`src/rtl/cache_refill_ctrl.sv`:
```
// ---------------------------------------------------------------------------
// cache_refill_ctrl
//
// Request-side controller that sits in front of a direct-mapped cache lookup
// block (16-bit byte address, 256 lines, 4 words per line, 133-bit line
// {valid, tag[3:0], w0, w1, w2, w3}). One read request is handled at a time:
// the address is presented to the lookup, a hit is answered straight away,
// and a miss fetches the 4-word block from memory, writes the assembled line
// into the cache array and then answers with the requested word.
//
// Address layout: [15:12] tag, [11:4] index, [3:2] word offset, [1:0] ignored.
//
// Ports:
//   clk_i            clock
//   rst_i            asynchronous, active-low reset
//   req_valid_i      request valid
//   req_ready_o      controller can accept a request (IDLE only)
//   req_addr_i       request byte address
//   resp_valid_o     response valid
//   resp_ready_i     consumer accepts response
//   resp_data_o      returned word
//   resp_hit_o       1 = served from cache, 0 = served after refill
//   lookup_addr_o    address driven to the cache lookup (last latched address)
//   lookup_hit_i     hit from the cache lookup (combinational on lookup_addr_o)
//   lookup_data_i    data word from the cache lookup
//   mem_req_valid_o  block-read request valid
//   mem_req_ready_i  memory accepts the block-read request
//   mem_req_addr_o   block-aligned address {tag, index, 4'b0}
//   mem_rvalid_i     read-data beat valid
//   mem_rdata_i      read-data beat
//   line_we_o        one-cycle cache line write strobe
//   line_index_o     line index to write
//   line_data_o      line to write {1'b1, tag, w0, w1, w2, w3}
//
// Optional feature (macro CACHE_STATS_EN):
//   hit_count_o      saturating count of lookups that hit
//   miss_count_o     saturating count of lookups that missed
// ---------------------------------------------------------------------------
module cache_refill_ctrl #(
   parameter int MEM_BEATS = 4
) (
   input  logic         clk_i,
   input  logic         rst_i,
   input  logic         req_valid_i,
   output logic         req_ready_o,
   input  logic [15:0]  req_addr_i,
   output logic         resp_valid_o,
   input  logic         resp_ready_i,
   output logic [31:0]  resp_data_o,
   output logic         resp_hit_o,
   output logic [15:0]  lookup_addr_o,
   input  logic         lookup_hit_i,
   input  logic [31:0]  lookup_data_i,
   output logic         mem_req_valid_o,
   input  logic         mem_req_ready_i,
   output logic [15:0]  mem_req_addr_o,
   input  logic         mem_rvalid_i,
   input  logic [31:0]  mem_rdata_i,
   output logic         line_we_o,
   output logic [7:0]   line_index_o,
   output logic [132:0] line_data_o
`ifdef CACHE_STATS_EN
   ,
   output logic [15:0]  hit_count_o,
   output logic [15:0]  miss_count_o
`endif
);

   // The line format and the 2-bit beat counter only work for 4-word blocks.
   generate
      if (MEM_BEATS != 4) begin : g_beats_check
         $error("cache_refill_ctrl: MEM_BEATS must be 4");
      end
   endgenerate

   localparam logic [1:0] LAST_BEAT = 2'(MEM_BEATS - 1);

   typedef enum logic [2:0] {
      S_IDLE,
      S_LOOKUP,
      S_MREQ,
      S_FILL,
      S_WRITE,
      S_RESP
   } state_t;

   state_t           state;
   state_t           next_state;
   logic [15:0]      addr_q;
   logic [1:0]       beat_cnt;
   logic [3:0][31:0] fill_buf;

   // State register.
   always_ff @(posedge clk_i or negedge rst_i) begin
      if (!rst_i) begin
         state <= S_IDLE;
      end else begin
         state <= next_state;
      end
   end

   // Next-state logic. LOOKUP and WRITE always last exactly one cycle.
   always_comb begin
      next_state = state;
      case (state)
         S_IDLE:   if (req_valid_i) next_state = S_LOOKUP;
         S_LOOKUP: next_state = lookup_hit_i ? S_RESP : S_MREQ;
         S_MREQ:   if (mem_req_ready_i) next_state = S_FILL;
         S_FILL:   if (mem_rvalid_i && (beat_cnt == LAST_BEAT)) next_state = S_WRITE;
         S_WRITE:  next_state = S_RESP;
         S_RESP:   if (resp_ready_i) next_state = S_IDLE;
         default:  next_state = S_IDLE;
      endcase
   end

   // Output decode. Strobes and the memory/line buses are forced to zero
   // outside their own states so nothing downstream sees stale values.
   always_comb begin
      req_ready_o     = 1'b0;
      resp_valid_o    = 1'b0;
      mem_req_valid_o = 1'b0;
      mem_req_addr_o  = '0;
      line_we_o       = 1'b0;
      line_index_o    = '0;
      line_data_o     = '0;
      case (state)
         S_IDLE: req_ready_o = 1'b1;
         S_MREQ: begin
            mem_req_valid_o = 1'b1;
            mem_req_addr_o  = {addr_q[15:4], 4'b0000};
         end
         S_WRITE: begin
            line_we_o    = 1'b1;
            line_index_o = addr_q[11:4];
            line_data_o  = {1'b1, addr_q[15:12],
                            fill_buf[0], fill_buf[1], fill_buf[2], fill_buf[3]};
         end
         S_RESP: resp_valid_o = 1'b1;
         default: ;
      endcase
   end

   assign lookup_addr_o = addr_q;

   // Datapath: latched address, beat counter, fill buffer and the response
   // registers. Beats are stored in arrival order (beat k is word k), and the
   // beat matching the requested offset is captured as the response word so
   // RESP needs no extra mux. Beats arriving outside FILL fall through.
   always_ff @(posedge clk_i or negedge rst_i) begin
      if (!rst_i) begin
         addr_q      <= '0;
         beat_cnt    <= '0;
         fill_buf    <= '0;
         resp_data_o <= '0;
         resp_hit_o  <= 1'b0;
      end else begin
         case (state)
            S_IDLE: begin
               if (req_valid_i) addr_q <= req_addr_i;
            end
            S_LOOKUP: begin
               if (lookup_hit_i) begin
                  resp_data_o <= lookup_data_i;
                  resp_hit_o  <= 1'b1;
               end
            end
            S_MREQ: begin
               if (mem_req_ready_i) beat_cnt <= '0;
            end
            S_FILL: begin
               if (mem_rvalid_i) begin
                  fill_buf[beat_cnt] <= mem_rdata_i;
                  if (beat_cnt == addr_q[3:2]) resp_data_o <= mem_rdata_i;
                  beat_cnt <= beat_cnt + 2'd1;
               end
            end
            S_WRITE: begin
               resp_hit_o <= 1'b0;
            end
            default: ;
         endcase
      end
   end

`ifdef CACHE_STATS_EN
   // Every lookup leaves LOOKUP after one cycle, so each LOOKUP cycle bumps
   // exactly one of the two counters; both stick at all-ones.
   always_ff @(posedge clk_i or negedge rst_i) begin
      if (!rst_i) begin
         hit_count_o  <= '0;
         miss_count_o <= '0;
      end else if (state == S_LOOKUP) begin
         if (lookup_hit_i) begin
            if (hit_count_o != 16'hFFFF) hit_count_o <= hit_count_o + 16'd1;
         end else begin
            if (miss_count_o != 16'hFFFF) miss_count_o <= miss_count_o + 16'd1;
         end
      end
   end
`endif

endmodule

```
`config.mk`:
```
export PLATFORM = sky130hd
export DESIGN_NAME = cache_refill_ctrl
export DESIGN_NICKNAME = d
export VERILOG_FILES = /design/src/rtl/cache_refill_ctrl.sv
export SDC_FILE = /design/constraint.sdc
export NUM_CORES = 1
export LEC_CHECK = 0
export CAP_MARGIN = 20
export CORE_MARGIN = 2
export CORE_UTILIZATION = 42
export DETAILED_ROUTE_END_ITERATION = 7
export PLACE_DENSITY = 0.75
export SETUP_SLACK_MARGIN = 0.3
export SLEW_MARGIN = 10
export SYNTH_ARGS = -nofsm -noshare
export SYNTH_HDL_FRONTEND = slang
export SYNTH_SLANG_ARGS = --single-unit
```
`constraint.sdc`:
```
create_clock -name clk_i -period 1.6 [get_ports clk_i]
set_input_delay 0.24 -clock clk_i [delete_from_list [all_inputs] [get_ports clk_i]]
set_output_delay 0.24 -clock clk_i [all_outputs]
set_load 0.01 [all_outputs]
```
# --- Word-level counts from Yosys, hierarchy flattened ---
# Index checks and enable logic that the tools add are counted.
op_classes:
  add_sub_neg: 1
  order_cmp: 2
  eq_ne: 14
  n_mux: 25
  reduce_logical: 12
ops:
  columns: ["operator", "n"]
  rows:
  - ["$mux W133", 1]
  - ["$bwmux W128", 1]
  - ["$mux W32", 4]
  - ["$demux W32 S2", 1]
  - ["$pmux W32 S2", 1]
  - ["$pmux W3 S6", 1]
  - ["$mux W16", 1]
  - ["$mux W3", 5]
  - ["$ne A2 B2 Y1 const B", 7]
  - ["$mux W8", 1]
  - ["$reduce_and A4 Y1", 2]
  - ["$eq A3 B2 Y1 const B", 2]
  - ["$eq A3 B3 Y1 const B", 2]
  - ["$reduce_and A2 Y1", 3]
  - ["$reduce_bool A2 Y1", 3]
  - ["$mux W1", 5]
  - ["$mux W2", 2]
  - ["$pmux W2 S2", 1]
  - ["$eq A3 B1 Y1 const B", 1]
  - ["$logic_not A3 Y1", 1]
  - ["$lt A2 B3 Y1 const B", 1]
  - ["$reduce_and A3 Y1", 1]
  - ["$add A2 B1 Y2 const B", 1]
  - ["$eq A2 B2 Y1", 1]
  - ["4 further kinds", 5]
totals:
  regBits: 182
  inputBits: 87
  out_inout_bits: 210

# --- Longest topological paths before layout ---
depth:
  depth_word: 5
  depth_mapped: 7
  ltp_nobuf: 5

# --- Worst setup path before layout ---
# Ideal clock, no wire load.
synth_timing:
  path_kind: "register to register"
  startpoint: "register state[0]"
  endpoint: "register addr_q[10], in the netlist lookup_addr_o[10]"
  setup_ps: 125
  t_arrival_ps: 1610
  required_ps: 1475
  setup_slack_ps: -135
  path_stages_with_launch: 7
  period_less_slack_ps: 1735
  path_cell_list: "dfrtp_1 buf_2 nor3_1 and2_1 buf_4 buf_6 mux2_2"
synth_via:
  elab_chain_len: 2
synth_lines:
  columns: ["item", "line", "source"]
  rows:
  - ["from (decl)", "87", "state_t state;"]
  - ["from (signal assigned)", "98", "state <= next_state;"]
  - ["$logic_not A3 Y1", "157", "case (state)"]
  - ["$reduce_and A2 Y1 (no source line)", null, null]
  - ["to (signal assigned)", "159", "if (req_valid_i) addr_q <= req_addr_i;"]
  - ["to (decl)", "89", "logic [15:0] addr_q;"]
# No other way between the ends.
# A chain may end at the register's enable or synchronous reset.

# --- Final worst setup path ---
layout_timing:
  startpoint: "register state[1]"
  endpoint: "register resp_data_o[29]"
layout_via:
  elab_chain_len: 3
  elab_cells_between_ends: 8
  classes_between: "5 x eq/ne; 1 x mux; 2 x reduce/logical"
layout_lines:
  columns: ["item", "line", "source"]
  rows:
  - ["$eq A3 B2 Y1 or $eq A3 B1 Y1 (tied branches)", "157", null]
  - ["$ne A2 B2 Y1 (no source line) or $reduce_bool A2 Y1 (tied branches)", null, null]
  - ["$reduce_and A4 Y1 (no source line)", null, null]
  - ["to (signal assigned)", "163", "resp_data_o <= lookup_data_i;"]
  - ["to (signal assigned)", "173", "if (beat_cnt == addr_q[3:2]) resp_data_o <= mem_rdata_i;"]
  - ["to (decl)", "49", "output logic [31:0] resp_data_o,"]
# Parallel ways exist; a longest one is shown, timed or not.

==> results by group <==
GRT
  • Gr usage total: 27.46%
  • Pin count of the biggest net entering global routing: 61
  • First-pass GRT wire length: around 46000 um
  • Met1 Use GR: a little under two fifths
  • GR Layer Usage met2: ~47%
  • Grt ovf: 0
  • Number of global-route vias before repair: between 7000 and 8000
  • Routing usage on met3: 5.185%
  • Initial antenna violation count: 0
  • GR peak layer: met2

Run status
  • Status: complete, but fails checks
  • Failing checks: negative setup slack

CTS
  • Clk buf depth: 2
  • Clock transition at the registers of the reported paths: 0.08 ns
  • CTS tree: yes
  • H-tree depth: 4
  • Root Driver: clkbuf_16
  • Clock Latency Late Sink: 0.43 ns
  • Clock buffer count from CTS: 17
  • Clk sinks: 182

Power and ir drop
  • Sequential power share: roughly 28%
  • Psw: 10.63 mW
  • Comb power frac: 56.6%
  • PD cells: 1931 mW/mm^2
  • Sw Share: 35.52%
  • Total Power: 29.94 mW
  • Clk pwr share: ~15%
  • VDD IR max: ~0.0011 V
  • P_leak: 7.415 nW
  • Power Internal: between 15 and 20 mW

Placed design
  • IO buf count: 292
  • Pre-CTS WS: -0.4671 ns
  • Placed insts: 1242
  • Dpl cell area: 0.01285 sq mm
  • DP HPWL: roughly 19000 um
  • GP Congestion: 0.8461

Route
  • Average vias per placed instance: 5.543
  • DR WL/cell: 23.84 um
  • Total number of vias: 7627
  • Drt drc: 0
  • Total iterations of the first detailed-routing run: 6
  • WL final: 32800 um
  • 1st-iter DRT viols: 450
  • Final ANT Viol Nets: 0

Layout
  • Cell area after layout: 0.01550 sq mm
  • Synthesis-to-finish area growth: 78.11%
  • Final Util: between 70% and 80%
  • Number of diodes: 0
  • Post-Layout Cell Count: 1376
  • Share of layout cells above drive strength 1: 53.07%
  • Final #Nets: about 1200

Timing
  • Setup TNS: -134.41 ns
  • Hold_ws: 0.3257 ns
  • Max frequency: 468.6 MHz
  • Hold Violations, Final: 0
  • Final setup violating endpoints: 335
  • Clock skew: 0.009164 ns
  • Fin crit share: 133.4%
  • Minimum clock period: 2.134 ns
  • Final WS setup: -0.5338 ns
  • RSZ-0062 raised after global routing: true
  • Pins over their slew limit: 0

Floorplanning
  • Core region area: slightly above 0.02 sq mm
  • Starting Density: 42.88%
  • DIE WIDTH: ~150 um
  • Row count: between 50 and 60
  • Die area: 0.02189 sq mm
  • Io pins: 297
  • Die H: 148.0 um

Logic synthesis
  • Synth warn: 0
  • Mapped Avg Cell Area: around 12 sq um
  • Primary FF master, synth: dfrtp_1
  • Top area cells in the synthesized netlist: dfrtp_1, mux2_1, and3_1
  • Sequential share of the synthesized area: 52.32%
  • Mapped Cells: 701
  • Most common cell in the netlist: dfrtp_1
  • Mapped Area: 0.008705 sq mm
  • Yosys cell types: 37
  • Yosys reg bits: approximately 180
  • Area leader, netlist: dfrtp_1
  • Post-synth top cells: dfrtp_1, and3_1, mux2_1, a22oi_1, clkbuf_1
  • Post-synth top area share: 52.32%
  • Post-synth EDFFs: 0
  • Async SR Flop Fraction: 100.0%

Setup path
  • Critical-path top delay cell: dfrtp_1
  • Setup CP Type: reg -> reg
  • Critical Path Max Stage Delay: 0.41 ns
  • Worst Path Arrival: 2.48 ns
  • Critical path buffers and inverters: 6
  • CP delay by family, top: buffers and inverters
  • Worst Setup Start Kind: flop
  • Critical Path Fanout Max: 5
  • Critical path's most frequent cell: buf_6
  • CP cell instances: buf_4 -> buf_6 -> buf_8 -> mux2i_4 -> nor4bb_4 -> buf_6 -> buf_12 -> bufbuf_16 -> a22oi_1 -> o21ai_1
  • Crit path required time: 1.95 ns
  • Critical Path Sink Type: flop

Min path
  • Hold Crit Class: in -> async

Run
  • Max-Cap Viols: 0
==> flip-flops by register name, indices dropped and copies added, names as in the netlist <==
name and cells:
beat_cnt 2, fill_buf 128, lookup_addr_o 16, resp_data_o 32, resp_hit_o 1, state 3
==> worst paths after layout <==
check	startpoint	end	slack, ns	depth (start not counted)
max in group asynchronous	rst_i	beat_cnt[0]	0.52	3
worst max-delay path	state[1]	resp_data_o[29]	-0.53	10
worst min-delay path	rst_i	fill_buf[40]	0.33	2
worst min register to register	fill_buf[56]	fill_buf[56]	0.49	1
worst max register to register	state[1]	resp_data_o[29]	-0.53	10
min in group clk_i	lookup_data_i[16]	resp_data_o[16]	0.42	3
==> per-layer routing <==
layer | up-vias | share of wire (%)
met5 | - | 0
met4 | 0 | 1.3
met3 | 31 | 5.8
met2 | 300 | 51
met1 | 3934 | 42
li1 | 3362 | -
==> power by group through the flow <==
stage,sequential (mW),combinational (mW),clock [mW]
floorplan,8.26,7.25,0
global placement,8.33,12.2,0
detailed placement,8.42,12.5,0
CTS,8.38,14.8,4.61
global route,8.69,17.9,4.82
finish,8.44,16.9,4.55
==> placed cells by master, fill, tap and decap left out, drive strengths merged <==
cell type | synthesis | final
o22ai | 1 | 1
dlygate4sd3 | 0 | 1
clkdlybuf4s50 | 0 | 86
clkinv | 0 | 4
and3 | 141 | 141
buf | 30 | 294
a31oi | 2 | 2
mux2i | 1 | 1
or2 | 1 | 1
nand2b | 2 | 2
xnor2 | 2 | 2
ha | 4 | 4
nand2 | 9 | 9
dlymetal6s2s | 0 | 35
a22oi | 64 | 64
o21ai | 36 | 36
o21bai | 1 | 1
a311o | 1 | 1
nor2 | 7 | 7
conb | 1 | 4
a21oi | 4 | 4
clkbuf | 42 | 41
mux2 | 145 | 145
nor4bb | 1 | 1
nor3b | 1 | 1
o211ai | 1 | 1
a22o | 2 | 2
bufbuf | 0 | 2
inv | 4 | 12
dfrtp | 182 | 182
nor3 | 2 | 2
and2 | 14 | 14
bufinv | 0 | 3
==> area by class of cell <==
type,instances,area [sq um]
Clock inverter,15,209.0
Sequential cell,182,4561
Multi-Input combinational cell,446,4641
Inverter,4,22.52
Clock buffer,17,425.4
Fill cell,1281,4796
Tap cell,270,337.8
Timing Repair Buffer,442,5308
==> worst reg2reg max path, delay by kind of cell, from the launching register on <==
kind,cells,cell delay [ns]
buf+inv,6,0.93
mux,1,0.19
compound gates,2,0.22
simple gates,1,0.30
flops,1,0.41
==> logic make-up after synthesis <==
kind of cell    after synthesis  synth area share (%)
other cells                   1               0.04308
xor+xnor                      2                0.2013
mux                         146                 20.12
simple gates                178                 13.07
fa+ha+maj                     4                0.5750
compound gates              112                 8.524
buf+inv                      76                 5.146
flops                       182                 52.32
==> what timing repair did <==
action                                  CTS  global route
endpoints found under the setup margin  387           388
hold buffers                              1             0
resized for setup                       803           207
pin swaps                                48            18
cloned                                   16            13
hold endpoints to repair                 44             0
setup buffers                            32            40
Note: power is estimated with default switching activity, not from simulation.
